[config.mk]
export PLATFORM = sky130hd
export DESIGN_NAME = boot_loader
export DESIGN_NICKNAME = d
export VERILOG_FILES = /design/src/rtl/boot_pkg.sv /design/src/rtl/boot_loader.sv
export SDC_FILE = /design/constraint.sdc
export NUM_CORES = 1
export LEC_CHECK = 0
export BUFFER_PORTS_ARGS = -buffer_cell sky130_fd_sc_hd__buf_2
export CAP_MARGIN = 20
export CORE_UTILIZATION = 35
export DETAILED_ROUTE_END_ITERATION = 16
export SETUP_SLACK_MARGIN = 0.4
export SLEW_MARGIN = 5
export SYNTH_ARGS = -nofsm -noshare
export SYNTH_HDL_FRONTEND = slang
export SYNTH_SLANG_ARGS = --single-unit
[constraint.sdc]
create_clock -name clk -period 2.5 [get_ports clk]
set_input_delay 0.125 -clock clk [delete_from_list [all_inputs] [get_ports clk]]
set_output_delay 0.125 -clock clk [all_outputs]
set_load 0.01 [all_outputs]
[src/rtl/boot_pkg.sv]
// Shared constants and state encoding for the byte-stream program loader.
package boot_pkg;
    localparam logic [7:0] CMD_IMEM = 8'h49;
    localparam logic [7:0] CMD_DMEM = 8'h44;
    localparam logic [7:0] CMD_GO   = 8'h47;

    localparam int HDR_BYTES = 4;

    typedef enum logic [2:0] {
        ST_IDLE,
        ST_HDR,
        ST_DATA,
        ST_RUN,
        ST_ERR
    } state_e;
endpackage

[src/rtl/boot_loader.sv]
// Framed byte-stream loader: parses CMD/ADDR/LEN frames, writes bytes into
// imem or dmem, and holds the core in reset until a GO command arrives.
module boot_loader
    import boot_pkg::*;
#(
    parameter int ADDR_W     = 16,
    parameter int IMEM_BYTES = 1024,
    parameter int DMEM_BYTES = 1024,
    parameter int TIMEOUT    = 0
) (
    input  logic              clk,
    input  logic              rst,
    input  logic              in_valid,
    input  logic [7:0]        in_data,
    output logic              in_ready,
    output logic              imem_we,
    output logic              dmem_we,
    output logic [ADDR_W-1:0] mem_addr,
    output logic [7:0]        mem_wdata,
    output logic              core_rst,
    output logic              done,
    output logic              err
);
    localparam logic [ADDR_W:0] IMEM_LIM = (ADDR_W+1)'(IMEM_BYTES);
    localparam logic [ADDR_W:0] DMEM_LIM = (ADDR_W+1)'(DMEM_BYTES);
    localparam logic [31:0]     WD_LIM   = 32'(TIMEOUT);

    state_e            state_q, state_d;
    logic [1:0]        hdr_cnt_q, hdr_cnt_d;
    logic [23:0]       hdr_q, hdr_d;
    logic              tgt_i_q, tgt_i_d;
    logic [ADDR_W-1:0] base_q, base_d;
    logic [ADDR_W-1:0] len_q, len_d;
    logic [ADDR_W-1:0] idx_q, idx_d;
    logic [31:0]       wd_q, wd_d;

    logic              in_ready_q, in_ready_d;
    logic              imem_we_q, imem_we_d;
    logic              dmem_we_q, dmem_we_d;
    logic [ADDR_W-1:0] mem_addr_q, mem_addr_d;
    logic [7:0]        mem_wdata_q, mem_wdata_d;
    logic              core_rst_q, core_rst_d;
    logic              done_q, done_d;
    logic              err_q, err_d;

    logic              accept;
    logic [31:0]       hdr_full;
    logic [ADDR_W-1:0] hdr_base, hdr_len, idx_inc;
    logic [ADDR_W:0]   hdr_end, hdr_lim;

    assign accept   = in_valid && in_ready_q;
    // The last header byte is still on in_data when the frame is decided.
    assign hdr_full = {hdr_q, in_data};
    assign hdr_base = hdr_full[16 +: ADDR_W];
    assign hdr_len  = hdr_full[0 +: ADDR_W];
    assign hdr_end  = {1'b0, hdr_base} + {1'b0, hdr_len};
    assign hdr_lim  = tgt_i_q ? IMEM_LIM : DMEM_LIM;
    assign idx_inc  = idx_q + ADDR_W'(1);

    always_comb begin
        state_d     = state_q;
        hdr_cnt_d   = hdr_cnt_q;
        hdr_d       = hdr_q;
        tgt_i_d     = tgt_i_q;
        base_d      = base_q;
        len_d       = len_q;
        idx_d       = idx_q;
        wd_d        = wd_q;
        imem_we_d   = 1'b0;
        dmem_we_d   = 1'b0;
        mem_addr_d  = mem_addr_q;
        mem_wdata_d = mem_wdata_q;
        core_rst_d  = core_rst_q;
        done_d      = done_q;
        err_d       = err_q;

        case (state_q)
            ST_IDLE: if (accept) begin
                hdr_cnt_d = '0;
                if (in_data == CMD_IMEM || in_data == CMD_DMEM) begin
                    tgt_i_d = (in_data == CMD_IMEM);
                    state_d = ST_HDR;
                end else if (in_data == CMD_GO) begin
                    state_d    = ST_RUN;
                    core_rst_d = 1'b0;
                    done_d     = 1'b1;
                end else begin
                    state_d = ST_ERR;
                    err_d   = 1'b1;
                end
            end
            ST_HDR: if (accept) begin
                if (hdr_cnt_q == 2'(HDR_BYTES - 1)) begin
                    base_d = hdr_base;
                    len_d  = hdr_len;
                    idx_d  = '0;
                    wd_d   = '0;
                    if (hdr_end > hdr_lim) begin
                        state_d = ST_ERR;
                        err_d   = 1'b1;
                    end else if (hdr_len == '0) begin
                        state_d = ST_IDLE;
                    end else begin
                        state_d = ST_DATA;
                    end
                end else begin
                    hdr_d     = {hdr_q[15:0], in_data};
                    hdr_cnt_d = hdr_cnt_q + 2'd1;
                end
            end
            ST_DATA: begin
                if (accept) begin
                    imem_we_d   = tgt_i_q;
                    dmem_we_d   = !tgt_i_q;
                    mem_addr_d  = base_q + idx_q;
                    mem_wdata_d = in_data;
                    idx_d       = idx_inc;
                    wd_d        = '0;
                    if (idx_inc == len_q) state_d = ST_IDLE;
                end else if (TIMEOUT != 0) begin
                    wd_d = wd_q + 32'd1;
                    if (wd_d == WD_LIM) begin
                        state_d = ST_ERR;
                        err_d   = 1'b1;
                    end
                end
            end
            default: ;  // RUN and ERR hold until reset
        endcase

        in_ready_d = (state_d == ST_IDLE) || (state_d == ST_HDR) || (state_d == ST_DATA);
    end

    always_ff @(posedge clk) begin
        if (!rst) begin
            state_q     <= ST_IDLE;
            hdr_cnt_q   <= '0;
            hdr_q       <= '0;
            tgt_i_q     <= 1'b0;
            base_q      <= '0;
            len_q       <= '0;
            idx_q       <= '0;
            wd_q        <= '0;
            in_ready_q  <= 1'b0;
            imem_we_q   <= 1'b0;
            dmem_we_q   <= 1'b0;
            mem_addr_q  <= '0;
            mem_wdata_q <= '0;
            core_rst_q  <= 1'b1;
            done_q      <= 1'b0;
            err_q       <= 1'b0;
        end else begin
            state_q     <= state_d;
            hdr_cnt_q   <= hdr_cnt_d;
            hdr_q       <= hdr_d;
            tgt_i_q     <= tgt_i_d;
            base_q      <= base_d;
            len_q       <= len_d;
            idx_q       <= idx_d;
            wd_q        <= wd_d;
            in_ready_q  <= in_ready_d;
            imem_we_q   <= imem_we_d;
            dmem_we_q   <= dmem_we_d;
            mem_addr_q  <= mem_addr_d;
            mem_wdata_q <= mem_wdata_d;
            core_rst_q  <= core_rst_d;
            done_q      <= done_d;
            err_q       <= err_d;
        end
    end

    assign in_ready  = in_ready_q;
    assign imem_we   = imem_we_q;
    assign dmem_we   = dmem_we_q;
    assign mem_addr  = mem_addr_q;
    assign mem_wdata = mem_wdata_q;
    assign core_rst  = core_rst_q;
    assign done      = done_q;
    assign err       = err_q;
endmodule

Word-level counts from Yosys, hierarchy flattened:

Index checks and enable logic that the tools add are counted.

* flip-flop bits (word level): 108
* latch bits: 0
* memory bits (writable): 0
* ROM bits: 0
* memories: 0

* $add $sub $neg: 4
* multipliers: 0
* divide/modulo/power cells: 0
* $lt $le $gt $ge: 1
* eq/ne operators: 17
* shifts and indexed selects: 0
* mux-type cells: 25
* bitwise logic cells: 2
* reductions and logical operators: 19

Operators by type and width (number)
* two-way mux 16 bit: 3
* case mux 16 bit (2 select lines): 1
* == test 8 x 7 -> 1 bit (second input constant): 3
* two-way mux 3 bit: 8
* adder 16 x 16 -> 17 bit: 1
* greater-than comparator 17 x 11 -> 1 bit (second input constant): 1
* adder 16 x 1 -> 16 bit (second input constant): 1
* adder 16 bit: 1
* == test 16 bit: 1
* logical NOT 16 bit: 1
* inequality test 2 bit (second input constant): 8
* AND reduction 3 bit: 4
* AND reduction 4 bit: 3
* case mux 3 bit (3 select lines): 1
* two-way mux 2 bit: 4
* AND reduction 7 bit: 1
* == test 3 x 1 -> 1 bit (second input constant): 2
* == test 3 x 2 -> 1 bit (second input constant): 2
* logical NOT 3 bit: 2
* two-way mux 1 bit: 6
* case mux 2 bit (2 select lines): 1
* nonzero test 2 bit: 2
* logical OR 1 bit: 3
* adder 2 x 1 -> 2 bit (second input constant): 1
* 6 further kinds: 7

Logic depth before layout (Yosys ltp):

Gate-level depths: netlist of run 1.

* depth in word-level cells: 9
* depth in mapped cells: 12
* depth with buffers taken out: 12

Worst setup path after synthesis of run 1:

Ideal clock, no wire load.

* path type: reg-to-reg
* start point: register hdr_q[8]
* end point: register in_ready_q (netlist: in_ready)
* setup time: 0.103 ns
* data arrival time: 2.532 ns
* data required time: 2.397 ns
* path slack: -0.136 ns
* cell stages (with the launch flop): 12
* buffers on the path: 0
* cell sequence: dfxtp_1 > ha_1 > fa_1 > a21oi_1 > o2111ai_2 > a21oi_2 > o21a_1 > mux2i_1 > o2111a_1 > nand4_1 > a21o_1 > a2111oi_2

* longest elaborated chain between the ends: 9
* elaborated cells between the ends (all ways): 11
* those cells by class: add/sub: 1; order compare: 1; eq/ne: 2; mux: 4; reduce/logical: 3

RTL lines
* start: declaration: line boot_loader.sv:30 `logic [23:0] hdr_q, hdr_d;`
* start signal: assignment: line boot_loader.sv:155 `hdr_q <= hdr_d;`
* adder 16 x 16 -> 17 bit *: line boot_loader.sv:56 `assign hdr_end = {1'b0, hdr_base} + {1'b0, hdr_len};`
* greater-than comparator 17 x 11 -> 1 bit *: line boot_loader.sv:98 `if (hdr_end > hdr_lim) begin`
* two-way mux 3 bit *: line boot_loader.sv:98
* two-way mux 3 bit *: line boot_loader.sv:93 `if (hdr_cnt_q == 2'(HDR_BYTES - 1)) begin`
* two-way mux 3 bit *: line boot_loader.sv:92 `ST_HDR: if (accept) begin`
* case mux 3 bit (3 select lines) *: line boot_loader.sv:77 `case (state_q)`
* == test 3 x 1 -> 1 bit / logical NOT 3 bit (equally long branches): line boot_loader.sv:131 `in_ready_d = (state_d == ST_IDLE) || (state_d == ST_HDR) || (state_d == ST_DATA);`
* logical OR 1 bit: line boot_loader.sv:131
* logical OR 1 bit *: line boot_loader.sv:131
* end signal: assignment: line boot_loader.sv:161 `in_ready_q <= in_ready_d;`
* end: declaration: line boot_loader.sv:37 `logic in_ready_q, in_ready_d;`

Every way passes the cells marked *; elsewhere a longest branch is shown, timed or not.
A chain may end at the register's enable or synchronous reset.

Worst setup path after layout of run 1:

Same ends and word-level chain as after synthesis.

==> qor.txt, run 1 <==
Compound-Gate Fraction of Synth Area: 21.4%
DP Area: 6920 sq um
Synth cell types: 67
Power per Cell Area: 432 nW/um^2
CP endpoint kind: flop
Initial Util: 35.8%
clock root buffer: clkbuf_16
clk buf depth: 2
crit path to: in_ready
VDD IR max: 0.354 mV
Max Cap Violations: 0
initial drt markers: 273
Synth top area share: 36.4%
Setup WS pre-CTS: -0.173 ns
CTS tree: built
share of layout cells above drive strength 1: 22.1%
total congestion overflow: 0
Worst-path clk slew: 0.08 ns
Primary FF master, synth: dfxtp_1
Slew Viols, Final: 0
main combinational cell family by area after synthesis: simple AND/OR/NAND/NOR gates
failing checks: negative setup slack
num ports: 41
via count: 5678
CTS Sinks: 108
Psw: 0.763 mW
Post-synth EDFFs: 0
CTS buffer count: 9
H-tree level count: 3
Data arrival, critical path: 2.98 ns
Comb pwr share: 4.1%
Seq pwr share: 53.3%
drt via density: 5.18
Critical Path RT: 2.76 ns
gpl congestion: 0.861
Clk network pwr share: 42.6%
largest net degree at the start of global routing: 50
core area: 16600 sq um
Fin Hold WS: 0.0591 ns
commonest non-fill, non-tap cell in the layout: nand2_1
die area: 17500 sq um
drt pass-1 iters: 4
xor/xnor cell area share of the yosys netlist: 5.60%
# diodes: 0
RSZ-0062 raised after global routing: true
internal power: 2.47 mW
Post-Synthesis Cells: 780
Hold Vio Cnt, Final: 0
Slew headroom: 60.3%
R2R Path End: in_ready
Syn-to-layout area delta: 26.0%
setup violators final: 4
Layout Cells excl Fill: 1097
crit path time final: 2.72 ns
crit path from: hdr_q[8]
flop2flop setup slack: -0.22 ns
Post-Synth Simple-Gate Area: 24.7%
start of the worst register-to-register path: hdr_q[8]
switching power share of the total: 23.6%
Die Ht: 132 microns
post-synthesis cell area: 5940 sq um
Tcrit/Tclk final: 109%
Synthesized Nets: 826
residual DRC count: 0
post-route ant nets: 0
worst clock skew: 0.00911 ns
post-route cell area: 7490 sq um
Hold Path Class: input pin to flop
Post-Synth Adder-Cell Area: 7.62%
Syn Area/Cell: 7.62 sq um
mux contribution to synthesized area: 0.527%
worst slew pin tran: 0.594 ns
Clock Latency Late Sink: 0.36 ns
status: finished with violations
PnR worst setup slack: -0.223 ns
row count: 47
reg2reg path depth: 10
Nets: 918
max frequency: 367 MHz
first-pass GRT wire length: 28200 microns
post-synth top area cell: dfxtp_1
initial antenna violation count: 0
Filler cells: 1718
ys async rst share: 0%
# port buffers: 40
startpoint types: flop
critical path type: flop to flop
DR WL/cell: 15.5 microns
final WL: 17000 microns
Area contributors post-synth: dfxtp_1 (36%), nand2_1 (12%), a21oi_1 (9.8%)
Total Routing Usage GR: 20.2%
synthesized flop and latch total: 108
sequential fraction of the synthesis area: 36.4%
Hold Buf Count CTS: 0
HPWL after DPL: 12600 microns
Syn. warnings: 0
Fin Setup TNS: -0.785 ns
vias in the first global route: 5462
placed cells: 1076
commonest cells after routing, fill and taps aside: nand2_1 (185), a21oi_1 (110), dfxtp_1 (99), buf_4 (74)
chip width: 132 microns
Leakage Power: 2.86 nW
Max FO, Critical Path: 3
==> critical path: stages (launching register included) <==
cell,delay [ns]
dfxtp_2,0.36
ha_4,0.14
fa_2,0.42
nor4_2,0.28
o221ai_1,0.15
a311oi_1,0.26
nand4_1,0.16
o32ai_2,0.24
nand4_1,0.19
a21o_1,0.23
a2111oi_2,0.19
==> synth_stat cells (4+ instances only) <==
library cell and number:
o21a_1 5, nor2_1 40, xor2_1 14, nor3_1 26, o21ai_0 20, and4_1 4
clkbuf_1 34, and3_1 7, and2_1 5, nor2b_1 4, nand2_1 185, a31oi_1 9
a211oi_1 5, or3_1 7, nand3_1 24, nand2b_1 4, xnor2_1 24, a21oi_1 116
nand4_1 7, a21o_1 7, ha_1 33, inv_1 17, o21ai_1 10, dfxtp_1 108
==> worst min-delay path by stage <==
stage                start            to  slack, ns  depth (start not counted)
5_1_grt         in_data[1]  mem_wdata[1]       0.06                          3
6_report        in_data[1]  mem_wdata[1]       0.06                          3
3_3_place_gp    in_data[1]  mem_wdata[1]       0.43                          3
3_5_place_dp   mem_addr[4]   mem_addr[4]       0.44                          2
4_1_cts         in_data[1]  mem_wdata[1]       0.06                          3
2_1_floorplan   in_data[1]      len_q[1]       0.26                          2
==> cell type report <==
class                   count  area (sq um)  area share (%)
flip-flops and latches    108          2180            29.1
repair buffers            120           850            11.3
multi-input cells         615          3840            51.3
well taps                 220           275            3.68
inverters                  18          67.6           0.903
clock inverters             6          38.8           0.518
clock buffers              10           239            3.19
==> layer usage <==
layer	wire length, microns	track usage, %
met5	0	0
met4	226	6.00
met3	626	3.00
met2	7870	33.0
met1	8290	27.6
==> power groups by stage <==
stage	Clock [mW]	Combinational [mW]	Sequential [mW]
final	1.38	0.133	1.72
after global routing	1.47	0.144	1.72
after CTS	1.41	0.133	1.72
after detailed placement	0	0.134	1.77
after global placement	0	0.134	1.77
after floorplan	0	0.0641	1.77
==> timing repair <==
| item | CTS | global route |
|---|---|---|
| gates cloned | 0 | 0 |
| endpoints found under the setup margin | 12 | 11 |
| pin swaps | 14 | 6 |
| hold endpoints to repair | 0 | 0 |
| setup buffers | 4 | 1 |
| gates resized for setup | 27 | 15 |
==> flip-flops by register name, summed over array words and instances, names as in the netlist <==
| register | cells |
|---|---|
| done | 1 |
| len_q | 16 |
| in_ready | 1 |
| state_q | 3 |
| mem_addr | 16 |
| base_q | 16 |
| err | 1 |
| mem_wdata | 8 |
| imem_we | 1 |
| hdr_cnt_q | 2 |
| core_rst | 1 |
| dmem_we | 1 |
| idx_q | 16 |
| tgt_i_q | 1 |
| hdr_q | 24 |
==> cells by family after synthesis <==
group / after synthesis
simple gates: 329
compound gates: 210
flops: 108
buf+inv: 57
xor+xnor: 38
fa+ha+maj: 35
mux: 3
==> stage by stage <==
stage / utilization [%] / total power, mW
2_1_floorplan: - / 1.83
3_3_place_gp: 41.7 / 1.90
3_5_place_dp: 41.7 / 1.90
4_1_cts: 44.6 / 3.27
5_1_grt: 45.1 / 3.33
6_report: 45.1 / 3.24
(Power assumes the default switching activity.)
==> inputs of run 2 (changes only) <==
==> constraint.sdc (replaced) <==
create_clock -name clk -period 3.5 [get_ports clk]
set_input_delay 0.175 -clock clk [delete_from_list [all_inputs] [get_ports clk]]
set_output_delay 0.175 -clock clk [all_outputs]
set_load 0.1 [all_outputs]
==> run 2 against run 1 <==
Compared with the run above:
- the flow now finishes without violations
- non-clock buffer count shrank 74
- fmax decreased by 6.7%
- die area did not move
- register-to-register slack better by 0.81 ns
- cell area down 12%
- sequential share of layout area up 3.6 points
- sequential power shrank 28%
- clock-buffer cell count increased by 2
- worst setup slack improved by 0.81 ns
- sequential cell count unchanged
- cell count decreased by 6.7%
- total power decreased by 28%
- critical path type unchanged
- largest cell class unchanged
- largest power group unchanged
==> qor.txt, run 2 (synthesis results as in run 1) <==
CTS tree: built
Hold Path Class: input pin to flop
row count: 47
num ports: 41
drt pass-1 iters: 5
gpl congestion: 0.826
chip width: 132 microns
H-tree level count: 3
core area: 16600 sq um
Clock Latency Late Sink: 0.36 ns
share of layout cells above drive strength 1: 9.96%
Setup WS pre-CTS: 0.511 ns
Worst-path clk slew: 0.07 ns
commonest cells after routing, fill and taps aside: nand2_1 (185), a21oi_1 (115), dfxtp_1 (108), nor2_1 (40), buf_2 (40)
Nets: 844
Leakage Power: 2.47 nW
clk buf depth: 2
Post-CTS Setup Bufs: 0
startpoint types: flop
Critical Path RT: 3.75 ns
Initial Util: 35.8%
Slew Viols, Final: 0
Hold Buf Count CTS: 0
post-route ant nets: 0
initial drt markers: 418
worst clock skew: 0.00924 ns
Fin Setup TNS: 0 ns
worst slew pin tran: 0.793 ns
RSZ-0062 raised after global routing: false
Max FO, Critical Path: 4
Tcrit/Tclk final: 83.4%
CTS Sinks: 108
VDD IR max: 0.234 mV
via count: 5322
die area: 17500 sq um
Syn-to-layout area delta: 11.4%
max reg flops: 24
status: finished, final reports clean
setup violators final: 0
critical path type: flop to flop
# port buffers: 40
DR WL/cell: 15.1 microns
Data arrival, critical path: 3.17 ns
HPWL after DPL: 11200 microns
clock root buffer: clkbuf_16
# diodes: 0
Filler cells: 1790
final WL: 15500 microns
sequential standard cell area: 2160 sq um
Hold Vio Cnt, Final: 0
Total Routing Usage GR: 18.2%
multi-input logic area: 3570 sq um
vias in the first global route: 4850
drt via density: 5.20
Die Ht: 132 microns
Power per Cell Area: 354 nW/um^2
first-pass GRT wire length: 25300 microns
total congestion overflow: 0
commonest non-fill, non-tap cell in the layout: nand2_1
residual DRC count: 0
largest net degree at the start of global routing: 59
placed cells: 1007
CP endpoint kind: flop
crit path time final: 2.92 ns
Layout Cells excl Fill: 1023
Largest Register: hdr_q
PnR worst setup slack: 0.583 ns
max frequency: 343 MHz
initial antenna violation count: 0
Max Cap Violations: 0
Slew headroom: 47.0%
CTS buffer count: 9
run 2: cell count changes in the layout (fill, tap and decap cells not counted), sizes merged:
| cell | before | now |
|---|---|---|
| clkinv | 4 | 1 |
| clkinvlp | 1 | 2 |
| buf | 120 | 46 |
| clkbuf | 10 | 12 |
run 2: where the power goes:
group          switching, mW  total, mW  internal (mW)
sequential           0.00243       1.23           1.23
combinational         0.0710     0.0941         0.0231
clock                  0.490       1.02          0.527
run 2: layout make-up:
type,count,share of cell area (%)
clock buffer,12,3.88
clock inverter,4,0.491
inverter,18,1.02
multi-input combinational,615,53.9
sequential,108,32.7
tap,220,4.16
timing repair buffer,46,3.89
run 2: worst max-delay path, cell delays in order (launching register included):
cell and delay, ns:
dfxtp_1 0.39, ha_2 0.23, fa_1 0.44, nor4_2 0.28
o221ai_1 0.15, a311oi_1 0.23, nand4_1 0.15, o32ai_2 0.28
nand4_1 0.20, a21o_1 0.25, a2111oi_2 0.20
run 2: routing by layer:
metal / routed length [microns] / share of wire, % / up-vias / GRT usage, %
met3: 580 / 3.8 / 18 / 2.58
li1: - / - / 2777 / -
met5: 0 / 0 / - / 0
met1: 7760 / 50 / 2431 / 25.4
met2: 6760 / 44 / 96 / 28.2
met4: 363 / 2.3 / 0 / 7.60
run 2: final timing paths:
path / slack, ns / from / cells after the start / endpoint
hold reg to reg: 0.45 / mem_addr[8] / 2 / mem_addr[8]
hold / removal: 0.11 / in_data[7] / 3 / hdr_q[7]
setup reg to reg: 0.58 / hdr_q[8] / 10 / in_ready
setup / recovery: 0.58 / hdr_q[8] / 10 / in_ready
run 2: what timing repair did:
action / CTS / global route
setup endpoints to repair: 0 / 3
hold endpoints to repair: 0 / 0
resized for setup: 0 / 2
run 2: per-stage QoR:
stage	cell area [sq um]	hold slack [ns]	utilization, %	power, mW
after CTS	6610	0.108	39.9	2.36
after floorplan	5940	0.311	-	1.32
final	6620	0.115	39.9	2.34
after global placement	6320	0.438	38.1	1.36
after global routing	6620	0.124	39.9	2.42
after detailed placement	6320	0.442	38.1	1.36
==> inputs of run 3 (changes only) <==
==> constraint.sdc (replaced) <==
create_clock -name clk -period 2.5 [get_ports clk]
set_input_delay 0.125 -clock clk [delete_from_list [all_inputs] [get_ports clk]]
set_output_delay 0.125 -clock clk [all_outputs]
set_load 0.1 [all_outputs]
==> run 3 against run 2 <==
Compared with the run above:
- the flow now finishes with violations (negative setup slack)
- via count increased by 8.0%
- sequential share of layout area down 4.0 points
- worst setup slack worse by 0.73 ns
- largest cell class unchanged
==> qor.txt, run 3 (synthesis results as in run 1) <==
crit path to: in_ready
total power: 3.28 mW
Worst-path clk slew: 0.08 ns
Hold Buf Count CTS: 0
Nets: 928
Largest Register: hdr_q
row count: 47
# diodes: 0
largest net degree at the start of global routing: 49
CP max stage delay: 0.43 ns
share of layout cells above drive strength 1: 23.6%
max reg flops: 24
DR WL/cell: 15.5 microns
Critical Path RT: 2.76 ns
initial drt markers: 345
CTS tree: built
residual DRC count: 0
total congestion overflow: 0
critical path, cell by cell: ha_4, fa_2, nor4_2, o221ai_1, a311oi_1, nand4_1, o32ai_2, nand4_1, a21o_1, a2111oi_2
die area: 17500 sq um
sequential standard cell area: 2180 sq um
Slew Viols, Final: 0
failing checks: negative setup slack
setup violators final: 4
drt via density: 5.19
crit path time final: 2.65 ns
RSZ-0062 raised after global routing: true
startpoint types: flop
reg2reg path depth: 10
Psw: 0.803 mW
Fin Hold WS: 0.0598 ns
Total Routing Usage GR: 20.6%
crit path from: hdr_q[8]
final WL: 17200 microns
Clock Latency Late Sink: 0.36 ns
Power per Cell Area: 432 nW/um^2
multi-input logic area: 3870 sq um
Max Cap Violations: 0
Slew headroom: 61.6%
HPWL after DPL: 12700 microns
worst clock skew: 0.00968 ns
CTS Sinks: 108
internal power: 2.48 mW
commonest cells after routing, fill and taps aside: nand2_1 (184), a21oi_1 (110), dfxtp_1 (97), buf_4 (82)
Initial Util: 35.8%
status: finished with violations
Filler cells: 1660
Leakage Power: 2.93 nW
vias in the first global route: 5443
CTS buffer count: 9
num ports: 41
Seq pwr share: 52.5%
CP endpoint kind: flop
fin util: 45.9%
Syn-to-layout area delta: 28.0%
clk buf depth: 2
gpl congestion: 0.840
Hold Vio Cnt, Final: 0
start of the worst register-to-register path: hdr_q[8]
Comb pwr share: 4.7%
max frequency: 377 MHz
chip width: 132 microns
via count: 5748
commonest non-fill, non-tap cell in the layout: nand2_1
critical path type: flop to flop
Hold Path Class: input pin to flop
post-route ant nets: 0
min-delay src: in_data[1]
drt pass-1 iters: 4
core area: 16600 sq um
Top cell by count, worst path: nand4_1
Tcrit/Tclk final: 106%
Max FO, Critical Path: 3
CP max-delay cell: fa_2
PnR worst setup slack: -0.150 ns
initial antenna violation count: 0
worst slew pin tran: 0.576 ns
clock root buffer: clkbuf_16
first-pass GRT wire length: 28600 microns
# port buffers: 40
Clk network pwr share: 42.8%
Data arrival, critical path: 2.91 ns
flop2flop setup slack: -0.15 ns
R2R Path End: in_ready
Fin Setup TNS: -0.450 ns
switching power share of the total: 24.4%
VDD IR max: 0.343 mV
Die Ht: 132 microns
H-tree level count: 3
run 3: changes by cell type in the layout (fill, tap and decap cells not counted), sizes merged:
cell      delta
inv          +2
clkbuf       -2
clkinv       +2
clkinvlp     -2
buf         +84
run 3: worst min-delay path by stage:
stage | cells after the start | end
3_5_place_dp | 3 | mem_wdata[1]
6_report | 3 | mem_wdata[1]
4_1_cts | 3 | mem_wdata[1]
3_3_place_gp | 2 | mem_addr[5]
2_1_floorplan | 2 | len_q[1]
5_1_grt | 3 | mem_wdata[1]
run 3: area by class of cell:
class                   count  share of cell area (%)
multi-input cells         615                    50.9
clock inverters             6                   0.592
well taps                 220                    3.62
inverters                  18                   0.889
clock buffers              10                    3.14
repair buffers            130                    12.1
flip-flops and latches    108                    28.7
run 3: what timing repair did:
action	in CTS	in global routing
setup endpoints to repair	11	12
gates resized for setup	32	19
pin swaps	19	7
hold endpoints to repair	0	0
setup buffers	7	1
run 3: metrics by stage:
| stage | std cells | setup WS, ns | area, sq um |
|---|---|---|---|
| final | 1107 | -0.150 | 7600 |
| after global routing | 1107 | -0.275 | 7600 |
| after global placement | 1083 | -0.116 | 6960 |
| after floorplan | 780 | 0.0569 | 6000 |
| after detailed placement | 1083 | -0.149 | 6960 |
| after CTS | 1106 | -0.141 | 7490 |
run 3: worst max-delay path: cells and delay by family (launching register included):
| family | cells | cell delay (ns) |
|---|---|---|
| AO/OA/AOI/OAI | 5 | 1.01 |
| flip-flops | 1 | 0.35 |
| AND/OR/NAND/NOR | 3 | 0.60 |
| adder cells (fa/ha/maj) | 2 | 0.57 |
run 3: routing by layer:
metal | vias to the layer above | part of all wire, % | GRT usage (%)
met5 | - | 0 | 0
met1 | 2680 | 48 | 28.1
met2 | 116 | 46 | 33.5
li1 | 2929 | - | -
met3 | 23 | 4.0 | 3.11
met4 | 0 | 1.5 | 6.51
run 3: power by group through the flow:
stage	Combinational, mW	Clock [mW]	Sequential [mW]
after global routing	0.166	1.51	1.72
after detailed placement	0.155	0	1.77
after CTS	0.155	1.43	1.72
after floorplan	0.0641	0	1.79
final	0.155	1.41	1.72
after global placement	0.156	0	1.77
